File: config.mk
export PLATFORM = sky130hd
export DESIGN_NAME = pipo_load_arbiter_flat
export DESIGN_NICKNAME = d
export VERILOG_FILES = /design/src/rtl/pipo_load_arbiter_pkg.sv /design/src/rtl/pipo_load_arbiter_if.sv /design/src/rtl/pipo_reg.sv /design/src/rtl/pipo_load_arbiter.sv /design/src/flat_wrapper.sv
export SDC_FILE = /design/constraint.sdc
export NUM_CORES = 1
export LEC_CHECK = 0
export ABC_CLOCK_PERIOD_IN_PS = 1960
export BUFFER_PORTS_ARGS = -buffer_cell sky130_fd_sc_hd__buf_2
export CAP_MARGIN = 20
export CORE_UTILIZATION = 45
export DETAILED_ROUTE_END_ITERATION = 16
export PLACE_DENSITY = 0.77
export SLEW_MARGIN = 20
export SYNTH_ARGS = -nofsm -noshare
export SYNTH_HDL_FRONTEND = slang
export SYNTH_HIERARCHICAL = 1
export SYNTH_SLANG_ARGS = --single-unit
File: constraint.sdc
create_clock -name clk -period 1.96 [get_ports clk]
set_input_delay 0.294 -clock clk [delete_from_list [all_inputs] [get_ports clk]]
set_output_delay 0.294 -clock clk [all_outputs]
set_load 0.01 [all_outputs]
File: src/rtl/pipo_load_arbiter_pkg.sv
// Shared types and default sizing for the PIPO load arbiter.
// Contents: arbiter FSM state type, default requester count and word width.
package pipo_load_arbiter_pkg;

  localparam int unsigned N_REQ_DEF = 4;
  localparam int unsigned WIDTH_DEF = 4;

  // Arbitration sequence: IDLE picks a winner, LOAD captures, GAP lets req settle.
  typedef enum logic [1:0] {
    IDLE = 2'd0,
    LOAD = 2'd1,
    GAP  = 2'd2
  } state_e;

endpackage

File: src/rtl/pipo_load_arbiter_if.sv
// Requester-side bus of the PIPO load arbiter.
// Signals: req (per-requester load request), data (packed words, requester i
// at [i*WIDTH +: WIDTH]), gnt (one-hot grant), busy, q (shared register),
// owner (index of requester whose word is in q), load_cnt (completed loads).
// Modports: master = requesters / observer side, slave = arbiter side.
interface pipo_load_arbiter_if #(
  parameter int unsigned N_REQ = pipo_load_arbiter_pkg::N_REQ_DEF,
  parameter int unsigned WIDTH = pipo_load_arbiter_pkg::WIDTH_DEF
) ();

  localparam int unsigned OW = (N_REQ > 1) ? $clog2(N_REQ) : 1;

  logic [N_REQ-1:0]       req;
  logic [N_REQ*WIDTH-1:0] data;
  logic [N_REQ-1:0]       gnt;
  logic                   busy;
  logic [WIDTH-1:0]       q;
  logic [OW-1:0]          owner;
  logic [7:0]             load_cnt;

  modport master (
    output req, data,
    input  gnt, busy, q, owner, load_cnt
  );

  modport slave (
    input  req, data,
    output gnt, busy, q, owner, load_cnt
  );

endinterface

File: src/rtl/pipo_reg.sv
// WIDTH-bit parallel-in parallel-out register with load enable.
// Ports: clk, rst_n (async active-low, clears q), load (capture strobe),
// d (parallel input), q (parallel output, holds while load is low).
module pipo_reg #(
  parameter int unsigned WIDTH = pipo_load_arbiter_pkg::WIDTH_DEF
) (
  input  logic             clk,
  input  logic             rst_n,
  input  logic             load,
  input  logic [WIDTH-1:0] d,
  output logic [WIDTH-1:0] q
);

  always_ff @(posedge clk or negedge rst_n) begin
    if (!rst_n) begin
      q <= '0;
    end else if (load) begin
      q <= d;
    end
  end

endmodule

File: src/rtl/pipo_load_arbiter.sv
// Round-robin arbiter granting N_REQ requesters access to one shared
// WIDTH-bit PIPO register. Each grant is IDLE -> LOAD -> GAP (3 cycles).
// Ports: clk, rst_n (async active-low), bus (slave side of
// pipo_load_arbiter_if: req/data in, gnt/busy/q/owner/load_cnt out).
module pipo_load_arbiter
  import pipo_load_arbiter_pkg::*;
#(
  parameter int unsigned N_REQ = N_REQ_DEF,
  parameter int unsigned WIDTH = WIDTH_DEF
) (
  input  logic clk,
  input  logic rst_n,
  pipo_load_arbiter_if.slave bus
);

  localparam int unsigned OW = (N_REQ > 1) ? $clog2(N_REQ) : 1;

  state_e           state, state_nxt;
  logic [OW-1:0]    ptr;
  logic [OW-1:0]    winner;
  logic [OW-1:0]    win_sel;
  logic             found;
  logic             load_c;
  logic [N_REQ-1:0] gnt_nxt;
  logic [N_REQ-1:0] gnt_r;
  logic             busy_r;
  logic [OW-1:0]    owner_r;
  logic [7:0]       load_cnt_r;
  logic [WIDTH-1:0] d_sel;
  logic [WIDTH-1:0] q_w;

  // Round-robin search: first active request starting just after ptr.
  always_comb begin
    int unsigned idx;
    win_sel = '0;
    found   = 1'b0;
    idx     = 0;
    for (int unsigned k = 1; k <= N_REQ; k++) begin
      idx = (32'(ptr) + k) % N_REQ;
      if (!found && bus.req[idx]) begin
        found   = 1'b1;
        win_sel = OW'(idx);
      end
    end
  end

  // FSM state register.
  always_ff @(posedge clk or negedge rst_n) begin
    if (!rst_n) begin
      state <= IDLE;
    end else begin
      state <= state_nxt;
    end
  end

  // Next state, load strobe and next grant.
  always_comb begin
    state_nxt = state;
    load_c    = 1'b0;
    gnt_nxt   = '0;
    case (state)
      IDLE: begin
        if (found) begin
          state_nxt        = LOAD;
          gnt_nxt[win_sel] = 1'b1;
        end
      end
      LOAD: begin
        load_c    = 1'b1;
        state_nxt = GAP;
      end
      GAP: begin
        state_nxt = IDLE;
      end
      default: begin
        state_nxt = IDLE;
      end
    endcase
  end

  // Winner latch, rotation pointer, owner, counter and registered outputs.
  always_ff @(posedge clk or negedge rst_n) begin
    if (!rst_n) begin
      winner     <= '0;
      ptr        <= OW'(N_REQ - 1);
      owner_r    <= '0;
      load_cnt_r <= '0;
      gnt_r      <= '0;
      busy_r     <= 1'b0;
    end else begin
      if (state == IDLE && found) begin
        winner <= win_sel;
      end
      if (load_c) begin
        ptr        <= winner;
        owner_r    <= winner;
        load_cnt_r <= load_cnt_r + 8'd1;
      end
      gnt_r  <= gnt_nxt;
      busy_r <= (state_nxt != IDLE);
    end
  end

  // Data of the latched winner; only captured while load_c is high.
  assign d_sel = bus.data[32'(winner)*WIDTH +: WIDTH];

  pipo_reg #(.WIDTH(WIDTH)) u_reg (
    .clk  (clk),
    .rst_n(rst_n),
    .load (load_c),
    .d    (d_sel),
    .q    (q_w)
  );

  assign bus.gnt      = gnt_r;
  assign bus.busy     = busy_r;
  assign bus.q        = q_w;
  assign bus.owner    = owner_r;
  assign bus.load_cnt = load_cnt_r;

endmodule

File: src/flat_wrapper.sv
// flat-port wrapper written by rule: the top's interface ports become plain ports
module pipo_load_arbiter_flat import pipo_load_arbiter_pkg::*;
#(
  parameter int unsigned N_REQ = N_REQ_DEF,
  parameter int unsigned WIDTH = WIDTH_DEF
)
  (clk, rst_n, bus_req, bus_data, bus_gnt, bus_busy, bus_q, bus_owner, bus_load_cnt);
  pipo_load_arbiter_if #(.N_REQ(N_REQ), .WIDTH(WIDTH)) bus_i ();
  input  logic clk;
  input  logic rst_n;
  input wire logic [$bits(bus_i.req)-1:0] bus_req;
  input wire logic [$bits(bus_i.data)-1:0] bus_data;
  output wire logic [$bits(bus_i.gnt)-1:0] bus_gnt;
  output wire logic [$bits(bus_i.busy)-1:0] bus_busy;
  output wire logic [$bits(bus_i.q)-1:0] bus_q;
  output wire logic [$bits(bus_i.owner)-1:0] bus_owner;
  output wire logic [$bits(bus_i.load_cnt)-1:0] bus_load_cnt;
  assign bus_i.req = bus_req;
  assign bus_i.data = bus_data;
  assign bus_gnt = bus_i.gnt;
  assign bus_busy = bus_i.busy;
  assign bus_q = bus_i.q;
  assign bus_owner = bus_i.owner;
  assign bus_load_cnt = bus_i.load_cnt;
  pipo_load_arbiter #(.N_REQ(N_REQ), .WIDTH(WIDTH)) u_core (.clk(clk), .rst_n(rst_n), .bus(bus_i));
endmodule
==> results of run 1 <==
-- report_power, final --
group / leakage (nW) / total (mW) / switching (mW) / internal [mW]
Combinational: 0.395 / 0.874 / 0.428 / 0.446
Sequential: 0.307 / 0.957 / 0.208 / 0.749
Clock: 0.0150 / 0.228 / 0.148 / 0.0795
-- logic make-up (layout without fill, tap and decap cells) --
group | Yosys count | after routing
AOI/OAI and AO/OA | 11 | 11
xor gates and xnor gates | 7 | 7
adders and majority gates | 1 | 1
buffers and inverters | 5 | 47
DFF | 25 | 25
muxes | 10 | 10
and+or+nand+nor | 34 | 34
-- worst min path at each step --
stage,depth (start not counted),endpoint,from
finish,3,u_core/bus.gnt[1],bus_req[2]
global route,3,u_core/bus.gnt[1],bus_req[2]
floorplan,0,u_core/bus.busy,rst_n
global placement,1,u_core/bus.load_cnt[4],rst_n
CTS,3,u_core/bus.gnt[1],bus_req[2]
detailed placement,1,u_core/bus.load_cnt[4],rst_n
-- stage by stage --
stage          worst slack (ps)  util (%)
5_1_grt                     377      61.0
3_5_place_dp                423      59.4
2_1_floorplan               470         -
3_3_place_gp                455      59.4
4_1_cts                     397      61.0
6_report                    419      61.0
-- sequential cells by signal (all words and copies together), names as in the netlist --
signal	cells
u_core/bus.busy	1
u_core/u_reg/q	4
u_core/winner	2
u_core/ptr	2
u_core/state	2
u_core/bus.gnt	4
u_core/bus.load_cnt	8
u_core/bus.owner	2
-- cells in the final DEF, fill, tap and decap left out, drive strengths merged --
cell type    instances
a31oi                2
o21bai               1
mux2                 5
or4                  1
inv                  2
o2bb2ai              1
a21o                 1
nand2b               2
and4                 1
a21oi                1
nand3b               1
xnor2                7
and3                 3
clkbuf               4
a2bb2oi              1
nor4                 1
mux2i                1
nand4                4
dfstp                2
mux4                 4
o211a                1
a21boi               1
o21ba                1
dlygate4sd3          1
a211oi               1
buf                 40
ha                   1
dfrtp               23
nor2                 4
nand2               16
nor2b                1
-- metal layers --
layer  vias up  GRT usage (%)
met2        27           28.3
met3         2           1.74
met5         -              0
li1        419              -
met1       399           21.5
met4         0           7.89
-- worst min-delay path, stage by stage --
cell      delay, ps
buf_2           110
o21bai_1        140
a211oi_1         80
-- final cells by class --
cell class,count,area [µm²]
Tap cell,28,35.0
Sequential cell,25,628
Inverter,2,10.0
Multi-Input combinational cell,63,504
Clock buffer,4,26.3
Timing Repair Buffer,41,210
Fill cell,200,905
-- repair_timing --
action | in CTS | in global routing
hold buffers | 1 | 0
endpoints found under the hold margin | 23 | 0
resized for setup | 0 | 0
buffers inserted | 0 | 0
==> impl_metrics.ini, run 1 <==
[run_status]
outcome = finished, final reports clean

[setup_path]
critPathLaunchType = flip-flop
cp.depth = 2
crit-reg2reg-capture = u_core/u_reg/q[0]
r2r-start = u_core/winner[0]
path_class = flip-flop to flip-flop
setup.worst_path.end = u_core/u_reg/q[0]
critPathMaxFanout = 6
rr_worst_depth = 2
worstPathArrival_ps = 1750
cpPeakStageDelay_ps = 580
critPathSlowestCell = dfrtp_1
path_delay_family = multiplexers
endpoint_kind = flip-flop
cp_cell_sequence = mux4_2, mux2_2
cp_num_buf_inv = 0
rrSetupSlack_ps = 420
cp.required_ps = 2170
setup.worst_path.start = u_core/winner[0]

[timing]
clock.fmax_ghz = 0.649
fin_tns_setup_ps = 0
layout_min_cycle_time_ps = 1540
finalCritPeriodShare_pct = 78.6
finClkSkew_ps = 2.56
setup_viol = 0
hold_violations = 0
holdWs_ps = 340
drv_slew = 0
tightest_slew_ps = 532
slew_headroom_pct = 64.5
rsz0062_at_grt = no

[global_routing]
grt_start_max_net_pins = 26
overflow = 0
grt_usage_pct = 16.8
grt_pass1_vias = 782
antenna_found_initial = 0
grt_pass1_wl_um = 3360

[synthesis]
synth.area.mux_share_pct = 13.9
synth_top_family_by_area = simple AND/OR/NAND/NOR gates
synthAdderAreaFrac_pct = 1.08
yosysTopAreaCellShare_pct = 49.8
synth-simple-area-share_pct = 15.5
syn_nets = 116
synth_compound_area_share_pct = 7.91
yosysMostFrequentCell = dfrtp_1
synth_warnings = 6
yosysTopAreaCell = dfrtp_1
synth.top_cells.by_count = 23 x dfrtp_1, 15 x nand2_1, 7 x xnor2_1
synth.avg_cell_area_um2 = 12.4
synthTopCellsByArea = dfrtp_1 50%, mux4_2 7.8%, xnor2_1 5.3%
synth_xor_area_share_pct = 5.31
yosys_most_used_dff = dfrtp_1
ys_ff_latch = 25
synthArstFlopShare_pct = 100
synthesis.instances = 93
synth_edf_count = 0
syn_area_um2 = 1150
synth.distinct_cells = 34
synth_seq_area_share_pct = 54.4

[placed_design]
port_buffers = 40
place_inst = 158
placed_cell_area_um2 = 1380
gp_congestion = 0.815

[cells_and_area]
finalNetCount = 159
instances_no_fill = 163
area_delta_synth_final_pct = 22.4
drive_above_1_share_pct = 43.7
n_antenna_cell = 0
final_area_um2 = 1410

[routing]
wl_met1_um = 988
dr.pass1.iters = 4
ant_nets = 0
drc = 0
post_drt_via_cell_ratio = 5.20
wl_um = 2170
route.met2.wl_um = 1070
wl_met3_um = 91
maxUsedRoutingLayer = met4
post_drt_wl_per_cell_um = 13.3
num_vias = 847
drtIter0Drc = 10

[clock_network]
clock_tree.root_cell = clkbuf_4
cts-buffers-inserted = 3
cts_htree_levels = 1
clock_latency_ps = 310
cts_sinks = 25
clock_path_buffers = 2
clkTransAtPathRegs_ps = 130
cts_tree = built

[power_and_ir_drop]
p_per_area_nw_per_um2 = 1460
power.total_mw = 2.06
vdd_drop_max_mv = 0.801
p_leak_nw = 0.718

[die]
die-width_um = 52.7
initial_core_util_pct = 49.8
dieArea_um2 = 2770
io_pins = 41
coreArea_um2 = 2320
die_h_um = 52.7
num_rows = 17

[worst_hold_path]
holdCritPathClass = primary input to flip-flop

[run]
cap_violations = 0
(Power assumes the default switching activity.)
==> run 2: changes to the inputs <==
Settings changed: ABC_AREA set to 1, ABC_CLOCK_PERIOD_IN_PS 1960 to 1400, PLACE_DENSITY 0.77 to 0.78.
Clock period 1.96 ns to 1.4 ns, I/O delays scaled along.
==> impl_metrics.ini, run 2 <==
[setup_path]
critPathLaunchType = flip-flop
cp.required_ps = 1630
endpoint_kind = flip-flop
critPathMaxFanout = 9
r2r-start = u_core/ptr[0]
setup.worst_path.start = u_core/ptr[0]
path_class = flip-flop to flip-flop
worstPathArrival_ps = 1800

[global_routing]
gr-usage-met1_pct = 25.4
grtUsageMet3_pct = 4.08
grt-busiest-layer = met2
grt_pass1_vias = 1149
grt_usage_pct = 18.6
grt_pass1_wl_um = 4740
use_met2_pct = 29.9
overflow = 0
antenna_found_initial = 0
grt_start_max_net_pins = 26

[worst_hold_path]
holdCritPathClass = primary input to flip-flop
min_from = bus_data[2]

[synthesis]
yosysMostFrequentCell = nand2_1
yosys_most_used_dff = dfrtp_1
synth_warnings = 6
synthArstFlopShare_pct = 100
ys_ff_latch = 25
yosysTopAreaCellShare_pct = 42.2
syn_area_um2 = 1360
yosysTopAreaCell = dfrtp_1
synth_edf_count = 0
synth.top_cells.by_count = 50 x nand2_1, 23 x dfrtp_1, 16 x nor2_1, 15 x inv_1, 15 x nand2_2
synth.distinct_cells = 26
syn_nets = 192
synth.avg_cell_area_um2 = 8.06
synth_seq_area_share_pct = 46.1
synthesis.instances = 169
synthTopCellsByArea = dfrtp_1 42%, nand2_1 14%, nand2_2 6.9%

[cells_and_area]
final_core_util_pct = 61.7
instances_no_fill = 253
largest_reg_flops = 8
finalNetCount = 246
area_delta_synth_final_pct = 27.0
n_antenna_cell = 0
drive_above_1_share_pct = 40.5
final_common_cell = nand2_1
layout_common_cells = 48 x nand2_1, 40 x buf_2, 23 x dfrtp_1, 15 x inv_1, 15 x nand2_2

[timing]
slew_headroom_pct = 64.5
setup_ws_ps = -174
drv_slew = 0
fin_tns_setup_ps = -1110
tightest_slew_ps = 532
layout_min_cycle_time_ps = 1570
clock.fmax_ghz = 0.635
hold_violations = 0
finalCritPeriodShare_pct = 112
finClkSkew_ps = 7.25
rsz0062_at_grt = yes
setup_viol = 8

[die]
io_pins = 41
initial_core_util_pct = 48.6
die-width_um = 57.0
dieArea_um2 = 3250
die_h_um = 57.0
coreArea_um2 = 2810
num_rows = 19

[clock_network]
clkTransAtPathRegs_ps = 130
clock_path_buffers = 2
cts-buffers-inserted = 3
cts_sinks = 25
cts_tree = built
cts_htree_levels = 1
clock_tree.root_cell = clkbuf_4
clock_latency_ps = 320

[power_and_ir_drop]
netSwitchingPower_mw = 1.79
vdd_drop_max_mv = 1.14
combPwrFrac_pct = 59.2
p_leak_nw = 0.969
switching_share_pct = 46.5
power.total_mw = 3.84
intPower_mw = 2.06
p_per_area_nw_per_um2 = 2220
clkPwrFrac_pct = 8.4
seq_power_share_pct = 32.4

[routing]
drc = 3
ant_nets = 0
post_drt_via_cell_ratio = 4.93
post_drt_wl_per_cell_um = 10.5
wl_um = 2670
drtIter0Drc = 25
num_vias = 1247
dr.pass1.iters = 10

[placed_design]
dp_hpwl_um = 2080
place_inst = 247
gp_congestion = 0.844
place_ws_ps = -208
port_buffers = 40

[run]
cap_violations = 0

[run_status]
outcome = finished with violations
violations = design-rule violations, negative setup slack
[run 2: final cells by class]
cell class                 instances  area, µm²
inverter                          20       80.1
clock buffer                       3       22.5
timing repair buffer              52        297
tap                               31       38.8
multi-input combinational        121        657
fill                             268       1070
clock inverter                     1       7.51
sequential                        25        628
[run 2: kinds of logic after synthesis]
kind of cell | count (synthesis) | share of synthesized area (%)
buffers and inverters | 23 | 8.08
adder cells (fa/ha/maj) | 1 | 0.918
flip-flops | 25 | 46.1
AND/OR/NAND/NOR | 97 | 33.8
XOR/XNOR | 7 | 4.50
AO/OA/AOI/OAI | 16 | 6.61
[run 2: worst paths after layout]
check,to,slack [ps],depth (start not counted)
max,u_core/winner[0],-170,11
min reg2reg,u_core/bus.load_cnt[7],470,1
min in group asynchronous,u_core/bus.gnt[3],380,2
max reg2reg,u_core/winner[0],-170,11
max in group asynchronous,u_core/ptr[1],650,2
min,u_core/u_reg/q[2],260,5
[run 2: routing by layer]
layer	wire length (µm)	vias up
met5	0	-
met4	22	0
met3	126	2
met2	1290	42
met1	1230	569
li1	-	634
[run 2: per-stage QoR]
step / hold slack, ps / area, µm²
CTS: 257 / 1710
global route: 266 / 1730
floorplan: -85.6 / 1370
detailed placement: 218 / 1650
finish: 263 / 1730
global placement: 214 / 1650
[run 2: power by group through the flow]
stage | Combinational [mW] | Clock [mW] | Sequential, mW
after CTS | 2.21 | 0.339 | 1.24
after detailed placement | 2.14 | 0 | 1.25
after floorplan | 1.46 | 0 | 1.31
after global routing | 2.60 | 0.366 | 1.28
after global placement | 2.11 | 0 | 1.25
final | 2.28 | 0.321 | 1.25
[run 2: worst max-delay path: stages (launching register included)]
cell and delay [ps]:
dfstp_2 620, inv_4 80, nand2_2 60, nand2_2 60, nand2_2 100, nand2_4 70
nor2_4 130, nand3_4 110, nand2_2 90, nand2_2 60, nand2_4 60, nand2_1 50
[run 2: timing repair]
item | CTS | global route
setup endpoints to repair | 8 | 8
pin swaps | 2 | 4
hold buffers | 1 | 0
hold endpoints to repair | 23 | 0
setup buffers | 1 | 0
gates resized for setup | 3 | 5
